$ cat src/rtl/gate_bist_pkg.sv
// Shared definitions for the two-input gate BIST checker: FSM states, golden
// truth table, response bit positions and the error ceiling.
package gate_bist_pkg;

  typedef enum logic [1:0] {
    ST_IDLE,
    ST_SETTLE,
    ST_SAMPLE,
    ST_DONE
  } state_t;

  localparam int RESP_W    = 7;
  localparam int RESP_NOT  = 6;
  localparam int RESP_NAND = 5;
  localparam int RESP_NOR  = 4;
  localparam int RESP_AND  = 3;
  localparam int RESP_OR   = 2;
  localparam int RESP_XOR  = 1;
  localparam int RESP_XNOR = 0;

  localparam logic [4:0] ERR_MAX = 5'd28;

  // Indexed by vector {a,b}; bit positions follow the RESP_* constants.
  localparam logic [3:0][RESP_W-1:0] GOLDEN = {
    7'b0001101,
    7'b0100110,
    7'b1100110,
    7'b1110001
  };

  function automatic logic [2:0] popcount7(input logic [RESP_W-1:0] v);
    logic [2:0] c;
    c = '0;
    for (int j = 0; j < RESP_W; j++) begin
      c = c + {2'b00, v[j]};
    end
    return c;
  endfunction

endpackage

$ cat src/rtl/gate_bist_compare.sv
// Combinational check of one response word against the golden entry for
// the current vector; yields the mismatch mask and its bit count.
module gate_bist_compare
  import gate_bist_pkg::*;
(
  input  logic [1:0]        vec,
  input  logic [RESP_W-1:0] resp,
  output logic [RESP_W-1:0] mask,
  output logic [2:0]        errs
);

  logic [RESP_W-1:0] golden;

  assign golden = GOLDEN[vec];

  // Case equality so a floating or unknown response never passes as a match.
  always_comb begin
    mask = '0;
    for (int j = 0; j < RESP_W; j++) begin
      mask[j] = (resp[j] === golden[j]) ? 1'b0 : 1'b1;
    end
  end

  assign errs = popcount7(mask);

endmodule

$ cat config.mk
export PLATFORM = sky130hd
export DESIGN_NAME = gate_bist_compare
export DESIGN_NICKNAME = d
export VERILOG_FILES = /design/src/rtl/gate_bist_pkg.sv /design/src/rtl/gate_bist_compare.sv
export SDC_FILE = /design/constraint.sdc
export NUM_CORES = 1
export LEC_CHECK = 0
export BUFFER_PORTS_ARGS = -buffer_cell sky130_fd_sc_hd__clkbuf_2
export CAP_MARGIN = 20
export CORE_AREA = 2 2 39 41
export DETAILED_ROUTE_END_ITERATION = 12
export DIE_AREA = 0 0 41 43
export GPL_TIMING_DRIVEN = 0
export SLEW_MARGIN = 20
export SYNTH_ARGS = -nofsm -noshare
export SYNTH_HDL_FRONTEND = slang
export SYNTH_SLANG_ARGS = --single-unit
$ cat constraint.sdc
create_clock -name vclk -period 3.9
set_clock_uncertainty 0.1 [all_clocks]
set_input_delay 0.78 -clock vclk [all_inputs]
set_output_delay 0.78 -clock vclk [all_outputs]
set_load 0.01 [all_outputs]
# ---- After elaboration in Yosys (flattened, before gate mapping)
# Cells that the tools add are included.
dict set report totals {
  word_cells 23
  rom_bits 0
  latch_bits 0
  mem_count 0
  output_inout_bits 10
  register_bits 0
  mem_bits_rw 0
}
dict set report op_classes {
  bitwise_logic 0
  mux 9
  n_reduce_logical 0
  n_div 0
  add_sub_neg 6
  n_shift 0
  n_eq_ne 7
  n_mul 0
  n_lt_le_gt_ge 1
}
# operator n
set op_table {}
lappend op_table {{7-bit binary-select mux with 2-bit select} 1}
lappend op_table {{3-bit by 1-bit adder with 3-bit output} 4}
lappend op_table {{1-bit === test} 7}
lappend op_table {{1-bit two-way mux} 7}
lappend op_table {{7-bit two-way mux} 1}
lappend op_table {{2-bit by 1-bit adder with 3-bit output} 1}
lappend op_table {{2-bit by 3-bit < comparator with 1-bit output, second input constant} 1}
lappend op_table {{1-bit by 1-bit adder with 2-bit output} 1}

# ---- Logic depth before layout (Yosys ltp)
# Gate-level depths: netlist of the first run.
dict set report logic_depth {
  depth_word 10
  ltp_mapped 9
}

# ---- Worst setup path before layout of the first run
# OpenSTA, ideal clock, no wires.
dict set report synth_path {
  path_type {input -> output}
  start {in vec[0]}
  end {out errs[1]}
  t_required_ns 3.020
  arrival_ns 3.404
  stages 9
  path_slack_ns -0.384
  cell_sequence {inv_1 ha_1 xnor2_1 fa_1 fa_1 inv_1 fa_1 inv_1 fa_1}
}
dict set report synth_between {
  elab_chain_cells 10
  elab_cells_between_ends 22
  cone_classes {6 x add/sub; 7 x eq/ne; 9 x mux}
}
# element line_no
set synth_lines {}
lappend synth_lines {{start, declared} gate_bist_compare.sv:6} ;# input logic [1:0] vec,
lappend synth_lines {{7-bit binary-select mux with 2-bit select} gate_bist_compare.sv:14} ;# assign golden = GOLDEN[vec];
lappend synth_lines {{7-bit two-way mux (implied by the code)} gate_bist_compare.sv:14}
lappend synth_lines {{1-bit === test} gate_bist_compare.sv:20} ;# mask[j] = (resp[j] === golden[j]) ? 1'b0 : 1'b1;
lappend synth_lines {{1-bit two-way mux} gate_bist_compare.sv:20}
lappend synth_lines {{via mask[0]} gate_bist_compare.sv:8} ;# output logic [RESP_W-1:0] mask,
lappend synth_lines {{1-bit by 1-bit adder with 2-bit output} gate_bist_pkg.sv:35} ;# c = c + {2'b00, v[j]};
lappend synth_lines {{2-bit by 1-bit adder with 3-bit output} gate_bist_pkg.sv:35}
lappend synth_lines {{3-bit by 1-bit adder with 3-bit output (4 in a row)} gate_bist_pkg.sv:35}
lappend synth_lines {{end, declared} gate_bist_compare.sv:9} ;# output logic [2:0] errs
# The timed path passes the listed nets, and every way through them passes these cells. The select of a mux whose other input is x is not followed.

# ---- Final worst setup path of the first run
dict set report layout_path {
  start {in vec[1]}
  end {out errs[1]}
}
dict set report layout_between {
  elab_chain_cells 10
  elab_cells_between_ends 22
  cone_classes {6 x add/sub; 7 x eq/ne; 9 x mux}
}
# element line_no
set layout_lines {}
lappend layout_lines {{7-bit binary-select mux with 2-bit select (*)} gate_bist_compare.sv:14}
lappend layout_lines {{7-bit two-way mux (implied by the code) (*)} gate_bist_compare.sv:14}
lappend layout_lines {{1-bit === test} gate_bist_compare.sv:20}
lappend layout_lines {{1-bit two-way mux} gate_bist_compare.sv:20}
lappend layout_lines {{1-bit by 1-bit adder with 2-bit output} gate_bist_pkg.sv:35}
lappend layout_lines {{2-bit by 1-bit adder with 3-bit output} gate_bist_pkg.sv:35}
lappend layout_lines {{3-bit by 1-bit adder with 3-bit output (3 in a row)} gate_bist_pkg.sv:35}
lappend layout_lines {{3-bit by 1-bit adder with 3-bit output (*)} gate_bist_pkg.sv:35}
# Mark *: on every way between the ends. The rest lies on a longest branch, timed or not. The select of a mux whose other input is x is not followed.

==> results of run 1 <==
[worst max-delay path, stage by stage]
cell       delay [ps]
clkbuf_16         120
inv_12             30
ha_4              310
xor2_4            170
fa_1              430
fa_1              530
inv_2              40
fa_2              350
inv_2              60
fa_1              390
clkbuf_2          140
[placed cells by master (no fill, tap or decap)]
cell type,instances
fa_2,1
clkbuf_16,1
inv_2,2
clkbuf_2,16
buf_8,1
fa_1,3
ha_4,1
inv_4,1
xor2_1,2
xnor2_4,1
xnor2_1,4
xor2_2,1
buf_2,1
buf_4,2
ha_1,2
xor2_4,1
inv_1,1
inv_12,1
[final timing paths]
| path | to | startpoint | cells past startpoint |
|---|---|---|---|
| worst min-delay path | mask[2] | resp[2] | 3 |
| worst max-delay path | errs[1] | vec[1] | 11 |
[stage by stage]
step           setup WS, ps  utilization (%)  hold slack [ps]  instance area, um^2
6_report               -334             32.5             1740                  450
5_1_grt                -438             32.5             1780                  450
4_1_cts                -373             32.3             1740                  447
3_5_place_dp           -555             29.1             1740                  403
3_3_place_gp           -526             29.1             1740                  403
2_1_floorplan          -157                -             1520                  288
[final cells by class]
class / instances / area [um^2]
Inverter: 5 / 33.8
Multi-Input combinational cell: 16 / 256
Timing Repair Buffer: 21 / 140
Fill cell: 144 / 933
Tap cell: 16 / 20.0
[logic make-up (layout without fill, tap and decap cells)]
kind of cell | after synthesis | in the layout
xor gates and xnor gates | 9 | 9
adders and majority gates | 7 | 7
buffers and inverters | 5 | 26
[what timing repair did]
| action | CTS | global route |
|---|---|---|
| endpoints found under the setup margin | 3 | 3 |
| setup buffers | 2 | 0 |
| pin swaps | 6 | 1 |
| gates resized for setup | 5 | 3 |
[power breakdown]
part	leakage [nW]	internal [mW]	switching [mW]	total [mW]
clock network	0	0	0	0
logic	0.218	0.0650	0.0698	0.135
registers	0	0	0	0
[routing by layer]
metal  wire, um  share of wire, %
met5          0                 0
met4          0                 0
met3         89                17
met2        233                44
met1        204                39
==> flow_summary.yaml, run 1 <==
outcome:
  status: "complete, but fails checks"
  violations: "setup timing"
logic_synthesis:
  synth.area.top_cells: "fa_1, xnor2_1, ha_1"
  syn-cell-area_um2: 215
  yosys.area_share.adder_pct: 54.7
  ys_top_cells_by_count: "inv_1, xnor2_1, fa_1, xor2_1, ha_1"
  ys_seq_area_share_pct: 0
  avgSynthCellArea_um2: 10.2
  synthSimpleGateAreaFrac_pct: 0
  synth.mux.area_fraction_pct: 0
  yosysTopAreaCell: "fa_1"
  synth_compound_area_share_pct: 0
  synth.distinct_cells: 5
  yosys.area.top_type_share_pct: 37.2
  syn_nets: 37
  syn_inst: 21
  synthXorXnorAreaFrac_pct: 36.6
  yosys_warnings: 0
  synth_top_family_by_area: "adder cells"
power_and_ir_drop:
  p_total_mw: 0.135
  power.density_mw_per_mm2: 299
  ir_drop_mv: 0.0904
  p_leak_nw: 0.218
floorplan:
  die_x_um: 41
  dieArea_mm2: 0.00176
  rows: 14
  io_pins: 19
  core_area_mm2: 0.00138
  dieHeight_um: 43
  start_util_pct: 15.6
placed_design:
  dp_cells: 56
  io_buffers: 19
  dp_hpwl_um: 518
  place_congestion: 0.657
drt:
  wl_per_cell_um: 9.09
  via_per_inst: 3.60
  wirelength_um: 527
  ant_nets: 0
  drt_iter0_markers: 0
  num_vias: 209
  drc: 0
  dr.pass1.iters: 1
setup_path:
  critPathKind: "in2out"
  crit_arrival_ps: 3350
  cp-start-kind: "input port"
  critPathCaptureType: "primary output"
  cp.required_ps: 3020
  cp_max_fo: 3
grt:
  antenna_found_initial: 0
  grt_pass1_wl_um: 903
  grt_max_degree: 5
  grt_pass1_vias: 215
  grt.overflow.total: 0
  gr-usage-met3_pct: 0.524
  grtUsageMet2_pct: 11.6
  grt_use_met1_pct: 10.2
  grt.total_usage_pct: 6.98
  grt_busiest_layer: "met2"
final_layout:
  regArea_um2: 0
  post_route_cells_drive_above_1_share_pct: 71.4
  n_antenna_cell: 0
  clkbuf_count: 0
  syn2layout_area_growth_pct: 109
  fin_cells: 58
  nets: 60
  n_sequential_cell: 0
clocking:
  hold_buffers: 0
min_path:
  min_path_type: "in2out"
timing:
  rsz0062_at_grt: "yes"
  timing.final.hold_violations: 0
  setup_viol: 3
  slew_headroom_pct: 81.8
  final.setup.tns_ps: -525
  min_period_over_period_pct: 109
  drv_slew: 0
  worstMarginPinSlew_ps: 271
  finalCriticalPeriod_ps: 4230
  timing.fmax_mhz: 236
  timing.final.ws_setup_ps: -334
flow_run:
  cap_violations: 0
(Power assumes the default switching activity.)
==> run 2, diff against run 1 <==
==> constraint.sdc (replaced) <==
create_clock -name vclk -period 3.9
set_clock_uncertainty 0.1 [all_clocks]
set_input_delay 0.39 -clock vclk [all_inputs]
set_output_delay 0.39 -clock vclk [all_outputs]
set_load 0.01 [all_outputs]
==> flow_summary.yaml, run 2 (same netlist as run 1, synthesis figures left out) <==
outcome:
  status: "finished, final reports clean"
timing:
  drv_slew: 0
  slew_headroom_pct: 81.2
  finalCriticalPeriod_ps: 3650
  timing.fmax_mhz: 274
  setup_viol: 0
  timing.hold.ws_ps: 961
  min_period_over_period_pct: 93.6
  rsz0062_at_grt: "no"
  worstMarginPinSlew_ps: 279
  timing.final.hold_violations: 0
  final.setup.tns_ps: 0
grt:
  grt.overflow.total: 0
  grt_pass1_wl_um: 710
  grt_max_degree: 5
  grt_pass1_vias: 180
  grt.total_usage_pct: 5.34
  antenna_found_initial: 0
final_layout:
  final_area_um2: 330
  nets: 58
  final_common_cell: "clkbuf_2"
  fin_cells: 56
  clkbuf_count: 0
  n_antenna_cell: 0
  n_sequential_cell: 0
  final_cell_mix: "clkbuf_2, xnor2_1, inv_1"
  syn2layout_area_growth_pct: 53.5
  nFillCells: 145
  post_route_cells_drive_above_1_share_pct: 47.5
  multiInputGateArea_um2: 196
  regArea_um2: 0
clocking:
  hold_buffers: 0
  post_cts_buffers: 0
  cts.repair.resized: 0
placed_design:
  place_congestion: 0.634
  dp_cells: 56
  dp_hpwl_um: 408
  io_buffers: 19
  place_area_um2: 330
floorplan:
  start_util_pct: 15.6
  dieArea_mm2: 0.00176
  rows: 14
  dieHeight_um: 43
  core_area_mm2: 0.00138
  die_x_um: 41
  io_pins: 19
setup_path:
  critPathKind: "in2out"
  crit_family: "adder cells"
  cp.required_ps: 3410
  slowest_delay_ps: 510
  path_common_cell: "fa_1"
  crit_buf_inv: 5
  critPathCaptureType: "primary output"
  cp-start-kind: "input port"
  crit_path_top_delay_cell: "fa_1"
  crit_chain: "clkbuf_2 -> inv_1 -> ha_1 -> xnor2_1 -> fa_1 -> fa_1 -> inv_1 -> fa_1 -> inv_1 -> fa_1 -> clkbuf_2"
  cp_max_fo: 4
  crit_arrival_ps: 3160
flow_run:
  cap_violations: 0
power_and_ir_drop:
  power.density_mw_per_mm2: 323
  ir_drop_mv: 0.111
  p_leak_nw: 0.188
drt:
  drt_iter0_markers: 2
  num_vias: 192
  wirelength_um: 414
  wl_per_cell_um: 7.39
  ant_nets: 0
  via_per_inst: 3.43
  drc: 0
  dr.pass1.iters: 2
min_path:
  min_path_type: "in2out"
run 2: cell types whose count changed in the layout (fill, tap and decap cells not counted), sizes merged:
cell and delta:
clkbuf +2, buf -4
run 2: report_power, final:
part / total (mW) / switching [mW] / internal, mW
sequential: 0 / 0 / 0
combinational: 0.107 / 0.0591 / 0.0475
clock: 0 / 0 / 0
total: 0.107 / 0.0591 / 0.0475
run 2: area by class of cell:
| cell class | instances | share of cell area, % |
|---|---|---|
| multi-input cells | 16 | 59.5 |
| repair buffers | 19 | 28.8 |
| inverters | 5 | 5.68 |
| well taps | 16 | 6.06 |
run 2: per-layer routing:
layer / vias to the layer above / track usage, % / part of all wire, %
li1: 97 / - / -
met1: 83 / 7.49 / 37
met2: 12 / 9.38 / 51
met3: 0 / 0 / 11
met4: 0 / 0 / 0
met5: - / 0 / 0
run 2: worst paths after layout:
kind                start       to  slack (ps)  cells past startpoint
hold / removal    resp[4]  mask[4]         960                      3
setup / recovery   vec[1]  errs[1]         250                     11
run 2: worst min-delay path: cells and delay by family:
kind                      cells  cell delay (ps)
buffers and inverters         2              220
xor gates and xnor gates      1               60
run 2: through the flow:
step	total power, mW	setup WS [ps]	utilization, %
detailed placement	0.110	222	23.9
global route	0.123	42.9	23.9
CTS	0.111	213	23.9
global placement	0.108	241	23.9
floorplan	0.0716	396	-
finish	0.107	248	23.9
